--- config.mk ---
export PLATFORM = sky130hd
export DESIGN_NAME = uart_rx_fifo_bridge
export DESIGN_NICKNAME = d
export VERILOG_FILES = /design/src/rtl/uart_pkg.sv /design/src/rtl/sync_fifo.sv /design/src/rtl/uart_rx_fifo_bridge.sv
export SDC_FILE = /design/constraint.sdc
export NUM_CORES = 1
export LEC_CHECK = 0
export CAP_MARGIN = 20
export CELL_PAD_IN_SITES_DETAIL_PLACEMENT = 0
export CELL_PAD_IN_SITES_GLOBAL_PLACEMENT = 1
export CORE_MARGIN = 2
export CORE_UTILIZATION = 30
export CTS_CLUSTER_SIZE = 10
export DETAILED_ROUTE_END_ITERATION = 10
export GPL_ROUTABILITY_DRIVEN = 0
export PLACE_DENSITY_LB_ADDON = 0.1
export SYNTH_ARGS = -nofsm -noshare
export SYNTH_HDL_FRONTEND = slang
export SYNTH_SLANG_ARGS = --single-unit
export TNS_END_PERCENT = 100
--- constraint.sdc ---
create_clock -name clk_i -period 3.3 [get_ports clk_i]
set_clock_uncertainty 0.15 [all_clocks]
set_input_delay 0.99 -clock clk_i [delete_from_list [all_inputs] [get_ports clk_i]]
set_output_delay 0.99 -clock clk_i [all_outputs]
set_load 0.03 [all_outputs]
--- src/rtl/uart_pkg.sv ---
// Shared types and constants for the fabric UART receive path.
package uart_pkg;

  localparam int DATA_BITS = 8;

  typedef enum logic [2:0] {
    IDLE,
    START,
    DATA,
    STOP,
    BREAK
  } rx_state_e;

  // Number of system clocks per serial bit (integer division, truncating).
  function automatic int clks_per_bit(input int clk_freq, input int baud);
    return clk_freq / baud;
  endfunction

endpackage

--- src/rtl/sync_fifo.sv ---
// First-word-fall-through synchronous FIFO with flush, level and full flags.
module sync_fifo #(
  parameter int  WIDTH = 8,
  parameter int  DEPTH = 16,
  localparam int AW    = $clog2(DEPTH),
  localparam int LW    = $clog2(DEPTH + 1)
) (
  input  logic             clk,
  input  logic             rst_n,
  input  logic             clear,
  input  logic             push,
  input  logic [WIDTH-1:0] push_data,
  input  logic             pop,
  output logic [WIDTH-1:0] pop_data,
  output logic             empty,
  output logic             full,
  output logic [LW-1:0]    level
);

  logic [WIDTH-1:0] mem [DEPTH];
  logic [AW-1:0]    wr_ptr;
  logic [AW-1:0]    rd_ptr;
  logic [LW-1:0]    level_q;
  logic             do_push;
  logic             do_pop;

  assign empty = (level_q == '0);
  assign full  = (level_q == LW'(DEPTH));
  assign level = level_q;

  // A pop only happens with data present; a push into a full FIFO only
  // succeeds when a pop frees a slot in the same cycle; flush kills the push.
  assign do_pop  = pop && !empty;
  assign do_push = push && (!full || do_pop) && !clear;

  // Head byte falls through; forced to zero while empty so it is never X.
  assign pop_data = empty ? '0 : mem[rd_ptr];

  // Pointer and occupancy tracking; pointers wrap naturally at DEPTH.
  always_ff @(posedge clk or negedge rst_n) begin
    if (!rst_n) begin
      wr_ptr  <= '0;
      rd_ptr  <= '0;
      level_q <= '0;
    end else if (clear) begin
      wr_ptr  <= '0;
      rd_ptr  <= '0;
      level_q <= '0;
    end else begin
      if (do_push) wr_ptr <= wr_ptr + AW'(1);
      if (do_pop)  rd_ptr <= rd_ptr + AW'(1);
      level_q <= level_q + LW'(do_push) - LW'(do_pop);
    end
  end

  // Storage array, data only, no reset.
  always_ff @(posedge clk) begin
    if (do_push) mem[wr_ptr] <= push_data;
  end

endmodule

--- src/rtl/uart_rx_fifo_bridge.sv ---
// 8N1 UART receiver feeding a FWFT byte FIFO exposed as a valid/ready stream.
module uart_rx_fifo_bridge
  import uart_pkg::*;
#(
  parameter int CLK_FREQ   = 40000000,
  parameter int BAUD       = 115200,
  parameter int FIFO_DEPTH = 16
) (
  input  logic                            clk_i,
  input  logic                            reset_n_i,
  input  logic                            uart_rxd_i,
  input  logic                            clear_i,
  output logic [7:0]                      rx_data_o,
  output logic                            rx_valid_o,
  input  logic                            rx_ready_i,
  output logic [$clog2(FIFO_DEPTH+1)-1:0] fifo_level_o,
  output logic                            frame_err_o,
  output logic                            overflow_o
);

  localparam int          CLKS_PER_BIT = clks_per_bit(CLK_FREQ, BAUD);
  localparam logic [15:0] CNT_HALF     = 16'(CLKS_PER_BIT / 2 - 1);
  localparam logic [15:0] CNT_FULL     = 16'(CLKS_PER_BIT - 1);
  localparam int          IW           = $clog2(DATA_BITS);

  logic                 rxd_p0;
  logic                 rxd_s;
  rx_state_e            state_q, state_nxt;
  logic [15:0]          cnt_q, cnt_nxt;
  logic [IW-1:0]        idx_q, idx_nxt;
  logic [DATA_BITS-1:0] shift_q, shift_nxt;
  logic                 push_q, push_nxt;
  logic                 ferr_q, ferr_nxt;
  logic                 overflow_q;
  logic                 sample;
  logic                 fifo_empty;
  logic                 fifo_full;
  logic                 pop;

  assign sample = (cnt_q == 16'd0);

  // Two-flop synchroniser for the asynchronous serial line, idling high.
  always_ff @(posedge clk_i or negedge reset_n_i) begin
    if (!reset_n_i) begin
      rxd_p0 <= 1'b1;
      rxd_s  <= 1'b1;
    end else begin
      rxd_p0 <= uart_rxd_i;
      rxd_s  <= rxd_p0;
    end
  end

  // Receiver control state: FSM, bit timer, bit index, push and error strobes.
  always_ff @(posedge clk_i or negedge reset_n_i) begin
    if (!reset_n_i) begin
      state_q <= IDLE;
      cnt_q   <= '0;
      idx_q   <= '0;
      push_q  <= 1'b0;
      ferr_q  <= 1'b0;
    end else begin
      state_q <= state_nxt;
      cnt_q   <= cnt_nxt;
      idx_q   <= idx_nxt;
      push_q  <= push_nxt;
      ferr_q  <= ferr_nxt;
    end
  end

  // Deserialising shift register, data only.
  always_ff @(posedge clk_i) begin
    shift_q <= shift_nxt;
  end

  // Next-state logic: sample mid-bit, LSB first, check stop, wait out breaks.
  always_comb begin
    state_nxt = state_q;
    cnt_nxt   = cnt_q;
    idx_nxt   = idx_q;
    shift_nxt = shift_q;
    push_nxt  = 1'b0;
    ferr_nxt  = 1'b0;
    unique case (state_q)
      IDLE: begin
        if (!rxd_s) begin
          state_nxt = START;
          cnt_nxt   = CNT_HALF;
        end
      end
      START: begin
        if (!sample) begin
          cnt_nxt = cnt_q - 16'd1;
        end else if (rxd_s) begin
          state_nxt = IDLE;
        end else begin
          state_nxt = DATA;
          cnt_nxt   = CNT_FULL;
          idx_nxt   = '0;
        end
      end
      DATA: begin
        if (!sample) begin
          cnt_nxt = cnt_q - 16'd1;
        end else begin
          shift_nxt = {rxd_s, shift_q[DATA_BITS-1:1]};
          cnt_nxt   = CNT_FULL;
          if (idx_q == IW'(DATA_BITS - 1)) state_nxt = STOP;
          else                             idx_nxt   = idx_q + IW'(1);
        end
      end
      STOP: begin
        if (!sample) begin
          cnt_nxt = cnt_q - 16'd1;
        end else if (rxd_s) begin
          push_nxt  = 1'b1;
          state_nxt = IDLE;
        end else begin
          ferr_nxt  = 1'b1;
          state_nxt = BREAK;
        end
      end
      BREAK: begin
        if (rxd_s) state_nxt = IDLE;
      end
      default: state_nxt = IDLE;
    endcase
  end

  assign pop = rx_valid_o && rx_ready_i;

  // Sticky overflow: a byte arrived while full and no slot was freed.
  always_ff @(posedge clk_i or negedge reset_n_i) begin
    if (!reset_n_i)                           overflow_q <= 1'b0;
    else if (clear_i)                         overflow_q <= 1'b0;
    else if (push_q && fifo_full && !pop)     overflow_q <= 1'b1;
  end

  sync_fifo #(
    .WIDTH (DATA_BITS),
    .DEPTH (FIFO_DEPTH)
  ) u_fifo (
    .clk       (clk_i),
    .rst_n     (reset_n_i),
    .clear     (clear_i),
    .push      (push_q),
    .push_data (shift_q),
    .pop       (pop),
    .pop_data  (rx_data_o),
    .empty     (fifo_empty),
    .full      (fifo_full),
    .level     (fifo_level_o)
  );

  assign rx_valid_o  = !fifo_empty;
  assign frame_err_o = ferr_q;
  assign overflow_o  = overflow_q;

endmodule

Yosys cells after proc, flatten, opt, wreduce, memory -nomap -nowiden
Memories as Yosys holds them, arrays and structs flattened.
Index checks and enable logic that the tools add are counted.
Storage, ports and cells
  bits in registers: 48
  memory bits (writable): 128
  output and inout port bits: 16
  word-level logic and storage cells: 94
  memories: 1
Operators by class
  $add $sub $neg: 6
  equality and inequality tests: 16
  multiplexer cells: 36
  reduce and logical (&&, ||, !) cells: 23
Memories
  u_fifo.mem: depth 16, bits a word 8, read ports 1, clocked after memory_dff 0, wr ports 1, RTL line sync_fifo.sv:20  | logic [WIDTH-1:0] mem [DEPTH];
Operator list (count)
  $mux 16: 5
  $pmux 16 s4: 1
  $mux 3: 11
  $ne 2x2->1 const B: 9
  $logic_not 16->1: 1
  $mux 4: 4
  $sub 16x1->16 const B: 1
  $pmux 3 s5: 1
  $mux 1: 10
  $add 4x1->4 const B: 2
  $mux 8: 1
  $reduce_bool 2->1: 4
  $eq 3x2->1 const B: 2
  $eq 3x3->1 const B: 2
  $logic_and 1x1->1: 6
  $pmux 3 s2: 1
  $reduce_and 6->1: 1
  $add 5x1->5: 1
  $eq 5x5->1 const B: 1
  $logic_not 5->1: 1
  $mux 5: 1
  $reduce_and 5->1: 1
  $sub 5x1->5: 1
  $logic_not 1->1: 4
  9 further kinds: 9

Depth between registers and ports, before layout
Gate-level depths: netlist of the first run.
  depth after elaboration: 10
  mapped depth: 15
  gate-level depth less buffers: 14

Modules after synthesis
A second synthesis of the first run with hierarchy kept.
Unflattened totals
  cells, all modules: 471
  area total of the unflattened synthesis: 7589.8 µm²
Modules (own cells, without submodules)
  sync_fifo: instances 1, cells each 307, area each 5878.1 µm², seq. area each 4169.0 µm²
  uart_rx_fifo_bridge: instances 1, cells each 164, area each 1711.6 µm², seq. area each 918.4 µm²

Worst setup path before layout of the first run
No wires, ideal clock.
  path type: flip-flop to output port
  from: reg u_fifo.rd_ptr[0]
  to: out rx_data_o[0]
  arrival time: 2203 ps
  required time: 2160 ps
  setup slack: -43 ps
  cell stages (with the launch flop): 6
  buffers on the path: 2
  cells stage by stage: dfrtp_1 -> clkbuf_1 -> buf_2 -> mux4_2 -> mux4_2 -> and2_1
On the way
  word-level cells in the longest chain between the ends: 2
Ends and longest elaborated chain
  start: declaration: RTL line sync_fifo.sv:22  | logic [AW-1:0] rd_ptr;
  start signal: assignment: RTL line sync_fifo.sv:51  | if (do_pop) rd_ptr <= rd_ptr + AW'(1);
  $mem_v2 16x8
  $mux 8: RTL line sync_fifo.sv:37  | assign pop_data = empty ? '0 : mem[rd_ptr];
  end: declaration: RTL line uart_rx_fifo_bridge.sv:13  | output logic [7:0] rx_data_o,
Every way passes these cells.

Final worst setup path of the first run
  from: reg u_fifo.rd_ptr[0]
  to: out rx_data_o[7]
Same word-level chain as after synthesis.

==> results.md, run 1 <==
- Status: finished with violations
- Failing checks: setup timing
- Vias in the first global route: 4147
- Core area: 24320 um2
- R2R Setup Slk: 370 ps
- Die width: 161.5 um
- CTS clk-pin slew, worst paths: 80 ps
- Fin. Hold Viols: 0
- Syn nets: 484
- Initial antenna violation count: 0
- Top-count cell post-synth: edfxtp_1
- Hold Path Origin: rxd_p0
- Worst setup margin: -244.6 ps
- Inserted Diodes: 0
- Commonest cells post-synth: edfxtp_1, nor2_1, mux4_2
- H-tree depth: 4
- Placed cell area: 8324 um2
- Post-synth ARST share: 22.73%
- Top cell type's share of synthesized area: 54.91%
- Mean Syn Cell Area: 16.03 um2
- Setup violators final: 8
- FF+latch count, synth: 176
- Unique cell type count in the Yosys netlist: 50
- Final Core Density: 37.45%
- Largest area contributor in the netlist: edfxtp_1
- Max Fanout on Critical Path: 10
- Most common flop cell mapped by yosys: edfxtp_1
- EDFF count, synth: 136
- TritonCTS Buffers: 17
- Gate count of the mapped netlist: 464
- Pwr dens: 680.9 nW/um2
- TritonCTS clock tree: done
- IO Count: 21
- Row count: 57
- DRT Pass-1 Iters: 4
- Skew-Pair Late Insertion Delay: 430 ps
- Layout Nets: 544
- Drt drc: 0
- Initial drt markers: 354
- Total congestion overflow: 0
- Mapped cell area: 7437 um2
- Max-cap violations: 0
- Hold Path Sink: rxd_s
- Critical path class: flip-flop to primary output
- Critical Path Sink Type: primary output
- Worst min path class: flip-flop to flip-flop
- First-pass GRT wire length: 26.10 mm
- GR Util All Layers: 13.78%
- Wirelength per Cell: 19.67 um
- Total vias in the final route: 4210
- # port buffers: 20
- Slew Viols, Final: 0
- Drt total wl: 16.94 mm
- CP Data Required Time: 2160 ps
- Die Y: 161.5 um
- Initial core utilization: 30.58%
- Critical path launch point type: flip-flop
- Worst R2R Path Depth: 13
- Register area share after synthesis: 68.41%
- Leak: 0.003138 uW
- Least-Margin Pin Slew: 807.6 ps
- Worst reg2reg path startpoint: u_fifo.level[2]
- Worst vdd ir: 0.0003293 V
- Area Growth Syn to Fin: 22.46%
- Synth area leaders: edfxtp_1, dfrtp_1, mux4_2
- Largest net degree at the start of global routing: 35
- DP HPWL: 10.86 mm
- Vias per cell: 4.890
- Num Clock Sinks: 176
- ANT nets after route: 0
- CTS Hold Buffers Added: 0
- Die ar.: 26070 um2
- Slew margin rel.: 46.05%
- RSZ-0062 raised after global routing: yes
- Layout cells sized above 1: 26.82%
- Hold depth: 0
- Final min period: 3545 ps
- Filler cells: 2294
- Clock buffer depth: 2
- Worst EP arrival: 2400 ps
- Worst r2r dst: u_fifo.level[4]
- Final Cycle Share: 107.4%
- CTS root buffer: clkbuf_16
- Ys Warns: 0
- Peak Freq: 282.1 MHz
- Design Area, Final: 9107 um2
## worst max path at each step
stage                           startpoint      endpoint  slack, ps  cells past startpoint
after detailed placement  u_fifo.rd_ptr[0]  rx_data_o[4]       -210                      5
after global routing      u_fifo.rd_ptr[0]  rx_data_o[7]       -320                      6
after floorplan           u_fifo.rd_ptr[0]  rx_data_o[0]         40                      5
after global placement    u_fifo.rd_ptr[0]  rx_data_o[4]       -200                      5
after CTS                 u_fifo.rd_ptr[0]  rx_data_o[7]       -290                      6
final                     u_fifo.rd_ptr[0]  rx_data_o[7]       -240                      6
## metal layers
| layer | track usage [%] | vias up | part of all wire, % |
|---|---|---|---|
| li1 | - | 1909 | - |
| met1 | 20.28 | 2199 | 48 |
| met2 | 20.71 | 88 | 47 |
| met3 | 2.491 | 14 | 3.1 |
| met4 | 4.464 | 0 | 1.4 |
| met5 | 0 | - | 0 |
## kinds of logic (layout without fill, tap and decap cells)
family,Yosys count,after routing,synth area share [%]
and+or+nand+nor,129,129,8.799
buffers and inverters,37,110,2.036
muxes,42,42,12.38
DFF,176,176,68.41
AOI/OAI and AO/OA,54,54,4.458
xor gates and xnor gates,11,11,1.296
adders and majority gates,15,15,2.625
## cell type report
type	instances	area [um2]	share of cell area (%)
multi-input combinational	251	2231	24.50
clock inverter	15	200.2	2.198
clock buffer	17	425.4	4.671
sequential	176	5089	55.87
timing repair buffer	62	696.9	7.652
tap	324	405.4	4.451
inverter	16	60.06	0.6594
## registers in the layout, indices dropped and copies added (netlist names)
register / count
u_fifo.mem: 128
cnt_q: 16
shift_q: 8
u_fifo.level: 5
u_fifo.rd_ptr: 4
u_fifo.wr_ptr: 4
idx_q: 3
state_q: 3
frame_err_o: 1
overflow_o: 1
push_q: 1
rxd_p0: 1
rxd_s: 1
## what timing repair did
item / 4_1_cts / 5_1_grt
setup buffers: 5 / 0
setup endpoints to repair: 9 / 8
gates cloned: 2 / 0
gates resized for setup: 60 / 0
## report_power, final
group | internal [uW] | switching [uW] | leakage [uW]
Combinational | 906 | 751 | 0.00110
Sequential | 2400 | 42.5 | 0.00174
Clock | 1160 | 942 | 0.000302
Total | 4470 | 1740 | 0.00314
## worst max-delay path: stages, from the launching register on
cell and delay, ps:
dfrtp_2 410, buf_12 140, buf_12 140, mux4_2 510
mux4_2 470, and2_4 180, buf_6 130
## placed cells by master, fill, tap and decap left out, types with 12 or more instances in the layout
| master | Yosys | layout |
|---|---|---|
| a21oi_1 | 15 | 15 |
| buf_4 | 0 | 29 |
| clkbuf_16 | 0 | 17 |
| dfrtp_1 | 38 | 37 |
| edfxtp_1 | 136 | 136 |
| ha_1 | 14 | 14 |
| inv_1 | 16 | 15 |
| mux4_2 | 40 | 40 |
| nand2_1 | 20 | 20 |
| nor2_1 | 49 | 49 |
| o21ai_0 | 12 | 12 |
## stage by stage
step / TNS [ps] / power (uW) / hold slack (ps) / worst slack, ps / cells
final: -1730 / 6201 / 201.4 / -244.6 / 861
after global routing: -2301 / 6495 / 209.2 / -318.3 / 861
after CTS: -1983 / 6290 / 201.7 / -285.1 / 861
after detailed placement: -1146 / 3934 / 199.3 / -212.4 / 822
after global placement: -1079 / 3927 / 198.4 / -203.6 / 822
after floorplan: 0 / 3450 / 195.2 / 35.39 / 464
No activity file was read; power rests on OpenSTA's default activity.
==> inputs of run 2 (changes only) <==
--- a/config.mk
+++ b/config.mk
@@ -14,6 +14,7 @@
 export DETAILED_ROUTE_END_ITERATION = 10
 export GPL_ROUTABILITY_DRIVEN = 0
 export PLACE_DENSITY_LB_ADDON = 0.1
+export SLEW_MARGIN = 25
 export SYNTH_ARGS = -nofsm -noshare
 export SYNTH_HDL_FRONTEND = slang
 export SYNTH_SLANG_ARGS = --single-unit
==> constraint.sdc (replaced) <==
create_clock -name clk_i -period 4.19 [get_ports clk_i]
set_clock_uncertainty 0.15 [all_clocks]
set_input_delay 1.257 -clock clk_i [delete_from_list [all_inputs] [get_ports clk_i]]
set_output_delay 1.257 -clock clk_i [all_outputs]
set_load 0.03 [all_outputs]
==> run 2 against run 1 <==
  * Non-clock buffer count fell by 21
  * Final area fell by 4.1%
  * Sequential cell count did not move
  * Die area unchanged
  * Largest cell class unchanged
  * Core utilization decreased by 1.5 points
  * Global-route usage is 1.1 points lower
  * Clock-buffer cell count unchanged
  * Routed wire length shrank 8.1%
  * Power is 27% lower
  * Largest power group unchanged
  * Register-to-register slack improved by 610 ps
  * Sequential power down 21%
  * The run now ends clean
==> results.md, run 2 (synthesis results as in run 1) <==
- Slew Viols, Final: 0
- Row count: 57
- Final min period: 4046 ps
- TritonCTS Buffers: 17
- Least-Margin Pin Slew: 896.7 ps
- CTS clk-pin slew, worst paths: 80 ps
- Worst vdd ir: 0.0002384 V
- Die Y: 161.5 um
- Post-cts resize count: 8
- Vias per cell: 4.692
- Total vias in the final route: 3941
- Initial antenna violation count: 0
- Commonest non-fill, non-tap cell in the layout: edfxtp_1
- Setup violators final: 0
- Initial drt markers: 219
- GR Util All Layers: 12.68%
- Layout Nets: 523
- Status: complete, no violations
- Area Growth Syn to Fin: 17.43%
- Vias in the first global route: 4139
- Critical path launch point type: flip-flop
- Setup Fix Bufs, Post-CTS: 0
- Layout cells sized above 1: 20.54%
- Worst path max stage delay: 570 ps
- Max Fanout on Critical Path: 10
- CP bufs+invs: 2
- Critical Path Sink Type: primary output
- Drt total wl: 15.57 mm
- Pwr dens: 520.2 nW/um2
- Inserted Diodes: 0
- Fin. Hold Viols: 0
- Crit path cell chain: buf_4 > mux4_2 > mux4_2 > and2_1 > dlygate4sd2_1
- Design Area, Final: 8733 um2
- Top reg by flops: u_fifo.mem
- Placed cell area: 8137 um2
- CP dominant cell by count: mux4_2
- CP max stage cell: mux4_2
- Critical path class: flip-flop to primary output
- Max-cap violations: 0
- First-pass GRT wire length: 24.63 mm
- # port buffers: 20
- Peak Freq: 247.1 MHz
- Die width: 161.5 um
- TritonCTS clock tree: done
- CTS root buffer: clkbuf_16
- DRT Pass-1 Iters: 4
- H-tree depth: 4
- Worst slack after detailed placement: 237.4 ps
- Largest regs: u_fifo.mem (128), cnt_q (16), shift_q (8)
- DP HPWL: 10.45 mm
- RSZ-0062 raised after global routing: no
- Final Cycle Share: 96.57%
- TNS Setup: 0 ps
- Num Clock Sinks: 176
- R2R Setup Slk: 980 ps
- Die ar.: 26070 um2
- Leak: 0.002968 uW
- IO Count: 21
- CP Data Required Time: 2780 ps
- Drt drc: 0
- Commonest non-fill, non-tap cells in the layout: edfxtp_1, nor2_1, mux4_2, dfrtp_1
- Final Core Density: 35.91%
- Skew-Pair Late Insertion Delay: 420 ps
- Core area: 24320 um2
- Worst setup margin: 143.8 ps
- Clock buffer depth: 2
- Initial core utilization: 30.58%
- Worst EP arrival: 2640 ps
- Wirelength per Cell: 18.54 um
- Largest register FFs: 128
- Total congestion overflow: 0
- CTS Hold Buffers Added: 0
- Top delay family on crit path: multiplexers
- Worst min path class: flip-flop to flip-flop
- Largest net degree at the start of global routing: 41
- ANT nets after route: 0
- Slew margin rel.: 40.06%
## run 2: cell count changes in the layout (fill, tap and decap cells not counted), sizes merged
cell,change
buf,-29
bufinv,-2
clkdlybuf4s50,+1
clkinvlp,-1
dlygate4sd2,+7
inv,+3
## run 2: cell type report
type | count | area, um2
Timing Repair Buffer | 41 | 370.4
Clock buffer | 17 | 425.4
Fill cell | 2319 | 15590
Tap cell | 324 | 405.4
Inverter | 16 | 60.06
Multi-Input combinational cell | 251 | 2205
Sequential cell | 176 | 5089
Clock inverter | 15 | 178.9
## run 2: power by group
| part | internal, uW | switching, uW | total (uW) | leakage [uW] |
|---|---|---|---|---|
| sequential | 1890 | 36.2 | 1930 | 0.00174 |
| combinational | 496 | 548 | 1040 | 0.000934 |
| clock | 813 | 759 | 1570 | 0.000297 |
| total | 3200 | 1340 | 4540 | 0.00297 |
## run 2: metrics by stage
stage / total power (uW) / hold WS [ps] / std cells
2_1_floorplan: 2708 / 195.2 / 464
3_3_place_gp: 3065 / 200.3 / 808
3_5_place_dp: 3072 / 198.7 / 808
4_1_cts: 4629 / 209.2 / 840
5_1_grt: 4760 / 216.9 / 840
6_report: 4543 / 202.4 / 840
## run 2: per-layer routing
layer / up-vias / global-route usage (%) / part of all wire, %
met2: 45 / 21.04 / 50
met1: 2032 / 16.95 / 47
met3: 6 / 2.671 / 2.9
met5: - / 0 / 0
met4: 0 / 3.409 / 0.71
li1: 1858 / - / -
## run 2: worst paths after layout
check                           depth (start not counted)               to              from
worst max register to register                         13  u_fifo.level[4]   u_fifo.level[2]
worst max-delay path                                    5     rx_data_o[2]  u_fifo.rd_ptr[0]
worst min register to register                          0            rxd_s            rxd_p0
min in group asynchronous                               1  u_fifo.level[2]         reset_n_i
worst min-delay path                                    0            rxd_s            rxd_p0
max in group asynchronous                               1       state_q[1]         reset_n_i
## run 2: worst reg2reg max path, delay by kind of cell, from the launching register on
| kind | cells | cell delay, ps |
|---|---|---|
| and+or+nand+nor | 4 | 1100 |
| buffers and inverters | 3 | 220 |
| AOI/OAI and AO/OA | 3 | 650 |
| DFF | 1 | 420 |
| adders and majority gates | 3 | 600 |
==> inputs of run 3 (changes only) <==
--- a/config.mk
+++ b/config.mk
@@ -8,7 +8,6 @@
 export CAP_MARGIN = 20
 export CELL_PAD_IN_SITES_DETAIL_PLACEMENT = 0
 export CELL_PAD_IN_SITES_GLOBAL_PLACEMENT = 1
-export CORE_MARGIN = 2
 export CORE_UTILIZATION = 30
 export CTS_CLUSTER_SIZE = 10
 export DETAILED_ROUTE_END_ITERATION = 10
==> run 3 against run 2 <==
  * Via count rose by 1.5%
  * Sequential cell count stayed put
  * Power is 1.2% lower
  * Largest cell class unchanged
  * First-iteration DRC count increased by 3.7%
  * Clock power is 4% lower
  * Routed wire length grew 4.0%
  * Critical endpoint is now rx_data_o[1]
  * Final area down 0.20%
==> results.md, run 3 (synthesis results as in run 1) <==
- Status: complete, no violations
- DP HPWL: 10.52 mm
- Initial core utilization: 30.58%
- Final Core Density: 35.84%
- Drt drc: 0
- CP Data Required Time: 2780 ps
- Critical path class: flip-flop to primary output
- Vias per cell: 4.749
- Row count: 57
- Die ar.: 25420 um2
- Total congestion overflow: 0
- DRT Pass-1 Iters: 4
- Worst path max stage delay: 540 ps
- Clock buffer depth: 2
- Max-cap violations: 0
- Commonest non-fill, non-tap cell in the layout: edfxtp_1
- CP startpoint: u_fifo.rd_ptr[0]
- Slew margin rel.: 40.44%
- Setup Fix Bufs, Post-CTS: 0
- Sequential cell area: 5089 um2
- Worst reg2reg path startpoint: u_fifo.level[3]
- Vias in the first global route: 4134
- Least-Margin Pin Slew: 891.1 ps
- TNS Setup: 0 ps
- Die width: 159.5 um
- Largest net degree at the start of global routing: 41
- Worst min path class: flip-flop to flip-flop
- Core area: 24320 um2
- Largest regs: u_fifo.mem (128), cnt_q (16), shift_q (8)
- RSZ-0062 raised after global routing: no
- Multi-input combinational cell area: 2211 um2
- Commonest non-fill, non-tap cells in the layout: edfxtp_1, nor2_1, mux4_2, dfrtp_1, buf_4
- H-tree depth: 4
- # port buffers: 20
- CTS clk-pin slew, worst paths: 70 ps
- Skew-Pair Late Insertion Delay: 420 ps
- Largest register FFs: 128
- Top reg by flops: u_fifo.mem
- CP dominant cell by count: mux4_2
- Worst vdd ir: 0.0003050 V
- Setup violators final: 0
- Inserted Diodes: 0
- Slew Viols, Final: 0
- First-pass GRT wire length: 25.29 mm
- Top delay family on crit path: multiplexers
- Layout Nets: 525
- Layout cells sized above 1: 20.66%
- Critical path launch point type: flip-flop
- Crit path cell chain: buf_12 > mux4_2 > mux4_2 > and2_1 > dlygate4sd2_1
- TritonCTS Buffers: 17
- Num Clock Sinks: 176
- TritonCTS clock tree: done
- IO Count: 21
- CTS root buffer: clkbuf_16
- GR Util All Layers: 13.57%
- Hold Path Origin: rxd_p0
- Critical Path Sink Type: primary output
- Leak: 0.002956 uW
- Wirelength per Cell: 19.23 um
- Initial antenna violation count: 0
- Fin. Hold Viols: 0
- CP bufs+invs: 2
- Max Fanout on Critical Path: 17
- Final min period: 4014 ps
- Initial drt markers: 227
- Total vias in the final route: 3999
- CP max stage cell: mux4_2
- ANT nets after route: 0
- Peak Freq: 249.2 MHz
- Drt total wl: 16.19 mm
- Pwr dens: 515.0 nW/um2
- Worst EP arrival: 2610 ps
- Filler cells: 2299
- Die Y: 159.5 um
- Final Cycle Share: 95.79%
- Area Growth Syn to Fin: 17.19%
## run 3: cell count changes in the layout (fill, tap and decap cells not counted)
| cell | previous run | this run |
|---|---|---|
| nor4b_2 | 1 | 2 |
| clkinv_4 | 2 | 1 |
| buf_4 | 20 | 21 |
| inv_6 | 2 | 4 |
| clkinvlp_4 | 0 | 2 |
| clkinv_8 | 4 | 0 |
| buf_12 | 2 | 3 |
| nor4b_1 | 1 | 0 |
| clkbuf_1 | 0 | 2 |
| inv_8 | 7 | 5 |
| clkinv_2 | 0 | 1 |
## run 3: final timing paths
kind	end	slack [ps]	cells past startpoint
worst max-delay path	rx_data_o[1]	180	5
worst min-delay path	rxd_s	210	0
worst max register to register	u_fifo.level[4]	950	13
worst min register to register	rxd_s	210	0
max in group asynchronous	idx_q[1]	2820	1
min in group asynchronous	u_fifo.level[2]	660	1
## run 3: metrics by stage
step / std cells / hold WS, ps / total power, uW / instance area (um2) / setup WS [ps]
finish: 842 / 211.4 / 4489 / 8716 / 176.4
global route: 842 / 221.5 / 4714 / 8716 / 83.23
detailed placement: 810 / 203.8 / 3088 / 8164 / 323.1
floorplan: 464 / 195.2 / 2708 / 7437 / 579.7
global placement: 810 / 199.3 / 3084 / 8164 / 336.1
CTS: 842 / 214.8 / 4561 / 8707 / 109.2
## run 3: power by group
| group | switching [uW] | internal (uW) |
|---|---|---|
| clock network | 713 | 787 |
| logic | 545 | 512 |
| registers | 41.8 | 1890 |
| total | 1300 | 3190 |
## run 3: final cells by class
cell class / count / area share, %
flip-flops and latches: 176 / 58.38
clock inverters: 13 / 1.378
clock buffers: 19 / 4.967
repair buffers: 43 / 4.565
well taps: 324 / 4.651
multi-input cells: 251 / 25.37
inverters: 16 / 0.6891
## run 3: worst register-to-register path: stages, from the launching register on
cell and delay [ps]:
dfrtp_1 430, inv_1 90, ha_1 190, or3b_2 500
o21ai_0 380, nor2_1 190, ha_1 250, inv_1 70
fa_1 210, inv_1 50, a21oi_1 120, nor2_1 60
or3_1 340, a21oi_1 140
## run 3: timing repair
item,in CTS,in global routing
endpoints found under the setup margin,8,3
hold buffers,0,0
resized for setup,8,1
gates cloned,0,0
## run 3: layer usage
| layer | global-route usage [%] | wire length, um | up-vias |
|---|---|---|---|
| met5 | 0 | 0 | - |
| met4 | 3.365 | 118 | 0 |
| met3 | 3.334 | 385 | 9 |
| met1 | 17.51 | 7427 | 2076 |
| met2 | 22.91 | 8262 | 55 |
| li1 | - | - | 1859 |
